===== src/rtl/svm_pkg.sv =====
// Shared constants, types and FSM encoding for the SVM classifier front-end.
package svm_pkg;

  localparam int WIDTH_A  = 4;
  localparam int NUM_A    = 21;
  localparam int OUTWIDTH = 2;

  typedef logic [WIDTH_A-1:0] feature_t;
  typedef logic [OUTWIDTH:0]  label_t;

  typedef enum logic [1:0] {
    COLLECT = 2'd0,
    SETTLE  = 2'd1,
    HOLD    = 2'd2
  } loader_state_t;

endpackage


===== src/rtl/svm_vec_assembler.sv =====
// Indexed feature-vector register: each write lands in slot idx, idx advances
// and wraps after the last slot, which is flagged by last.
module svm_vec_assembler #(
  parameter int WIDTH_A = 4,
  parameter int NUM_A   = 21,
  parameter int IDX_W   = $clog2(NUM_A)
) (
  input  logic                     clk,
  input  logic                     rst,
  input  logic                     wr_en,
  input  logic [WIDTH_A-1:0]       din,
  output logic [NUM_A*WIDTH_A-1:0] vec,
  output logic [IDX_W-1:0]         idx,
  output logic                     last
);

  logic [IDX_W-1:0] idx_reg;
  logic [IDX_W-1:0] idx_next;

  assign idx  = idx_reg;
  assign last = (idx_reg == IDX_W'(NUM_A - 1));

  always_comb begin
    idx_next = idx_reg;
    if (wr_en) begin
      idx_next = last ? '0 : idx_reg + 1'b1;
    end
  end

  always_ff @(posedge clk) begin
    if (rst) begin
      idx_reg <= '0;
    end else begin
      idx_reg <= idx_next;
    end
  end

  // Slots not addressed keep their old value, so a new vector overwrites the
  // previous one in place.
  generate
    for (genvar gi = 0; gi < NUM_A; gi++) begin : g_slot
      logic [WIDTH_A-1:0] slot_reg;

      always_ff @(posedge clk) begin
        if (rst) begin
          slot_reg <= '0;
        end else if (wr_en && (idx_reg == IDX_W'(gi))) begin
          slot_reg <= din;
        end
      end

      assign vec[gi*WIDTH_A +: WIDTH_A] = slot_reg;
    end
  endgenerate

endmodule


===== src/rtl/svm_feature_loader.sv =====
// Streams features into the classifier input bus, waits for the combinational
// classifier to settle, then hands off a 1-based label over valid/ready.
module svm_feature_loader #(
  parameter int WIDTH_A       = svm_pkg::WIDTH_A,
  parameter int NUM_A         = svm_pkg::NUM_A,
  parameter int OUTWIDTH      = svm_pkg::OUTWIDTH,
  parameter int SETTLE_CYCLES = 2,
  parameter int LABEL_BASE    = 1,
  parameter int CNT_WIDTH     = 16
) (
  input  logic                     clk,
  input  logic                     rst,
  input  logic [WIDTH_A-1:0]       feat_in,
  input  logic                     feat_valid,
  output logic                     feat_ready,
  output logic [NUM_A*WIDTH_A-1:0] inp,
  input  logic [OUTWIDTH-1:0]      cls_in,
  output logic [OUTWIDTH:0]        label_out,
  output logic                     label_valid,
  input  logic                     label_ready,
  output logic [CNT_WIDTH-1:0]     vec_count
);

  import svm_pkg::*;

  localparam int IDX_W = $clog2(NUM_A);
  localparam int SW    = (SETTLE_CYCLES > 1) ? $clog2(SETTLE_CYCLES) : 1;
  localparam int LW    = OUTWIDTH + 1;

  loader_state_t        state_reg, state_next;
  logic [SW-1:0]        settle_reg, settle_next;
  logic                 feat_ready_reg, feat_ready_next;
  logic                 label_valid_reg, label_valid_next;
  logic [LW-1:0]        label_reg, label_next;
  logic [CNT_WIDTH-1:0] count_reg, count_next;

  logic                 accept;
  logic                 last;
  logic [IDX_W-1:0]     idx;

  assign accept = feat_valid && feat_ready_reg && (state_reg == COLLECT);

  svm_vec_assembler #(
    .WIDTH_A (WIDTH_A),
    .NUM_A   (NUM_A),
    .IDX_W   (IDX_W)
  ) u_asm (
    .clk   (clk),
    .rst   (rst),
    .wr_en (accept),
    .din   (feat_in),
    .vec   (inp),
    .idx   (idx),
    .last  (last)
  );

  always_comb begin
    state_next       = state_reg;
    settle_next      = settle_reg;
    feat_ready_next  = feat_ready_reg;
    label_valid_next = label_valid_reg;
    label_next       = label_reg;
    count_next       = count_reg;

    case (state_reg)
      COLLECT: begin
        if (accept && last) begin
          settle_next     = SW'(SETTLE_CYCLES - 1);
          feat_ready_next = 1'b0;
          state_next      = SETTLE;
        end
      end
      SETTLE: begin
        // Widened before the add so a top class plus the base never wraps.
        if (settle_reg == '0) begin
          label_next       = LW'(cls_in) + LW'(LABEL_BASE);
          label_valid_next = 1'b1;
          state_next       = HOLD;
        end else begin
          settle_next = settle_reg - 1'b1;
        end
      end
      HOLD: begin
        if (label_valid_reg && label_ready) begin
          label_valid_next = 1'b0;
          count_next       = count_reg + 1'b1;
          feat_ready_next  = 1'b1;
          state_next       = COLLECT;
        end
      end
      default: begin
        state_next      = COLLECT;
        feat_ready_next = 1'b1;
      end
    endcase
  end

  always_ff @(posedge clk) begin
    if (rst) begin
      state_reg       <= COLLECT;
      settle_reg      <= '0;
      feat_ready_reg  <= 1'b1;
      label_valid_reg <= 1'b0;
      label_reg       <= '0;
      count_reg       <= '0;
    end else begin
      state_reg       <= state_next;
      settle_reg      <= settle_next;
      feat_ready_reg  <= feat_ready_next;
      label_valid_reg <= label_valid_next;
      label_reg       <= label_next;
      count_reg       <= count_next;
    end
  end

  assign feat_ready  = feat_ready_reg;
  assign label_valid = label_valid_reg;
  assign label_out   = label_reg;
  assign vec_count   = count_reg;

endmodule


===== config.mk =====
export PLATFORM = sky130hd
export DESIGN_NAME = svm_feature_loader
export DESIGN_NICKNAME = d
export VERILOG_FILES = /design/src/rtl/svm_pkg.sv /design/src/rtl/svm_vec_assembler.sv /design/src/rtl/svm_feature_loader.sv
export SDC_FILE = /design/constraint.sdc
export NUM_CORES = 1
export LEC_CHECK = 0
export CAP_MARGIN = 20
export CORE_MARGIN = 3
export CORE_UTILIZATION = 55
export CTS_BUF_LIST = sky130_fd_sc_hd__clkbuf_4 sky130_fd_sc_hd__clkbuf_8
export CTS_CLUSTER_DIAMETER = 60
export DETAILED_ROUTE_END_ITERATION = 10
export PLACE_DENSITY_LB_ADDON = 0.12
export SETUP_SLACK_MARGIN = 0.15
export SYNTH_ARGS = -nofsm -noshare
export SYNTH_HDL_FRONTEND = slang
export SYNTH_SLANG_ARGS = --single-unit

===== constraint.sdc =====
create_clock -name clk -period 2.9 [get_ports clk]
set_clock_uncertainty 0.1 [all_clocks]
set_input_delay 0.58 -clock clk [delete_from_list [all_inputs] [get_ports clk]]
set_output_delay 0.58 -clock clk [all_outputs]
set_load 0.005 [all_outputs]

==> summary.txt <==
Floorplan
  • Die W: 97.19 microns
  • Die area: 9445 sq um
  • Core area: between 7000 and 8000 sq um
  • Die Ht: 97.19 microns
  • I/O pins: 115
  • Row cnt: 32
  • Initial Util: 0.5798

Finish
  • Post-Layout Cell Count: a little under 700
  • Util after Layout: 0.7778
  • Ant. Diodes: 0
  • Max reg flops: 84
  • Share of layout cells above drive strength 1: 0.08405
  • Nets: approximately 590
  • Final Cell Area: ~6000 sq um
  • Area Overhead vs Synth: 34.14%

Critical path
  • Crit path largest cell delay: about 0.56 ns
  • CP max-delay cell: clkdlybuf4s50_1
  • Crit-path cells: clkdlybuf4s50_1
  • Crit. End Element: primary output
  • Startpoint Class: flop
  • CP required: between 2 and 2.5 ns
  • Sum of buffers and inverters on the critical path: 1
  • Crit-path max FO: 8
  • Cell family with most CP delay: buffers and inverters
  • Crit Path Category: reg2out
  • WP data arrival: 1.42 ns

Routing
  • Drc violations: 0
  • WL/cell: approximately 16 microns
  • Router iterations before antenna repair: 6
  • Drt via density: 5.448
  • Detailed router's first-iteration violation count: ~160
  • DR vias: 3732
  • Detail Route Antenna Nets: 0
  • Final wirelength: 11180 microns

Yosys
  • Register area share after synthesis: 0.4947
  • Ys async rst share: 0
  • Synth Register Bits: 113
  • Area leader, netlist: dfxtp_1
  • Post-synth EDFFs: 0
  • Mapped cell area: 4573 sq um
  • Syn Inst Count: approximately 470
  • Synth Flop Type: dfxtp_1
  • Synth warn: 0
  • Net Count, Synth: 485
  • Syn Area/Cell: 9.772 sq um
  • Synth area leaders: dfxtp_1 (49%), mux2i_1 (17%), nor2_1 (7.9%)
  • Post-synth top area share: 0.4947
  • Synth unique cells: 39

Placement
  • Post-placement setup slack: 0.4200 ns
  • Placed cell area: 5698 sq um
  • Placer Congestion: 0.7854
  • I/O Buffers: 114
  • Placed Instances: 653
  • Post-DP HPWL: roughly 7400 microns

Timing
  • Setup violators final: 0
  • Unrepaired setup endpoints after global routing: no
  • Hold slack: between 0.3 and 0.4 ns
  • Period minus WS final: around 2.1 ns
  • Final hold viol count: 0
  • Max Fclk: 0.4756 GHz
  • Fin. max-slew vios: 0
  • Fin crit share: 0.7250
  • Transition time of the tightest slew-check pin: approximately 0.80 ns
  • Setup TNS: 0 ns
  • Worst slew margin: 0.4640
  • Setup WS post-layout: 0.7974 ns

Clock tree
  • Setup bufs post-CTS: 0
  • # hold bufs at CTS: 0
  • Post-CTS resize count: 0
  • TritonCTS clock tree: done
  • Sink Count: around 110
  • CTS max path bufs: 2
  • Root buf cell: clkbuf_8
  • Num CTS Buffers: 17
  • Clock transition at path regs: 0.06 ns
  • H-tree levels: 4
  • Clk_lat worst skew: roughly 0.42 ns

Run
  • Max-cap violations: 0

Hold path
  • Hold Crit Class: reg2reg

GRT
  • GRT overflow: 0
  • First-pass GRT wire length: 18940 microns
  • GRT Resource Usage Total: 0.2466
  • Largest net degree at the start of global routing: 52
  • Initial antenna violation count: 0
  • Vias in the first global route: around 3.7k

Power
  • Sw frac: 0.2216
  • Pwr Total: roughly 3.4 mW
  • Leakage: 2.598 nW
  • P per Cell Area: about 550 nW/um^2
  • Switching power: 0.7484 mW
  • Clk pwr share: 0.482
  • Logic pwr share: 0.050
  • Internal power: around 2.6 mW
  • Peak supply drop: 444.4 uV
  • Reg power frac: 0.468

Status
  • Outcome: completed
layout by cell type, fill, tap and decap left out, types with 7 or more instances in the layout:
| cell type | count |
|---|---|
| a21oi_1 | 20 |
| nand2_1 | 22 |
| clkbuf_8 | 19 |
| buf_4 | 8 |
| clkdlybuf4s50_1 | 113 |
| ha_1 | 7 |
| dfxtp_1 | 113 |
| nand3_1 | 8 |
| xor2_1 | 9 |
| nor2_1 | 96 |
| nand4_1 | 17 |
| mux2i_1 | 79 |
per-layer routing:
metal | routed length, microns | track usage | vias to the layer above
met4 | 143 | 0.07451 | 0
met1 | 4989 | 0.3145 | 1785
li1 | - | - | 1816
met3 | 842 | 0.09691 | 16
met2 | 5205 | 0.3859 | 115
met5 | 0 | 0 | -
cells in the mapped netlist (all sizes together) (5+ instances only):
cell type and n:
nand3 8, nor2 96, dfxtp 113, buf 10
nand2 23, ha 7, xor2 9, nand4 17
and4b 5, mux2i 79, and4 5, clkbuf 28
a21oi 20
cells by family after synthesis:
kind of cell | Yosys count | share of synthesized area
XOR/XNOR | 11 | 0.02107
buffers and inverters | 42 | 0.04569
AO/OA/AOI/OAI | 30 | 0.03803
adder cells (fa/ha/maj) | 7 | 0.01915
flip-flops | 113 | 0.4947
AND/OR/NAND/NOR | 185 | 0.2060
multiplexers | 80 | 0.1754
power by group through the flow:
| stage | logic, mW | clock network (mW) | registers [mW] |
|---|---|---|---|
| final | 0.169 | 1.63 | 1.58 |
| after detailed placement | 0.170 | 0 | 1.61 |
| after global routing | 0.185 | 1.72 | 1.58 |
| after global placement | 0.166 | 0 | 1.61 |
| after floorplan | 0.106 | 0 | 1.61 |
| after CTS | 0.170 | 1.64 | 1.58 |
path summary, 6_finish.rpt:
check | from | endpoint | slack (ns) | cells after the start
setup reg to reg | state_reg[0]$_SDFFE_PP0P_ | u_asm.g_slot[16].slot_reg[3]$_SDFFE_PP0P_ | 0.87 | 4
hold / removal | u_asm.g_slot[20].slot_reg[0]$_SDFFE_PP0P_ | u_asm.g_slot[20].slot_reg[0]$_SDFFE_PP0P_ | 0.36 | 2
hold reg to reg | u_asm.g_slot[20].slot_reg[0]$_SDFFE_PP0P_ | u_asm.g_slot[20].slot_reg[0]$_SDFFE_PP0P_ | 0.36 | 2
setup / recovery | vec_count[10]$_SDFFE_PP0P_ | vec_count[10] | 0.80 | 1
area by class of cell:
type                    instances  area [sq um]
flip-flops and latches        113          2262
multi-input cells             313          2102
fillers                       531          1753
repair buffers                121          1191
clock buffers                  21         276.5
clock inverters                11         160.2
well taps                     102         127.6
inverters                       4         15.01
(Power assumes the default switching activity.)
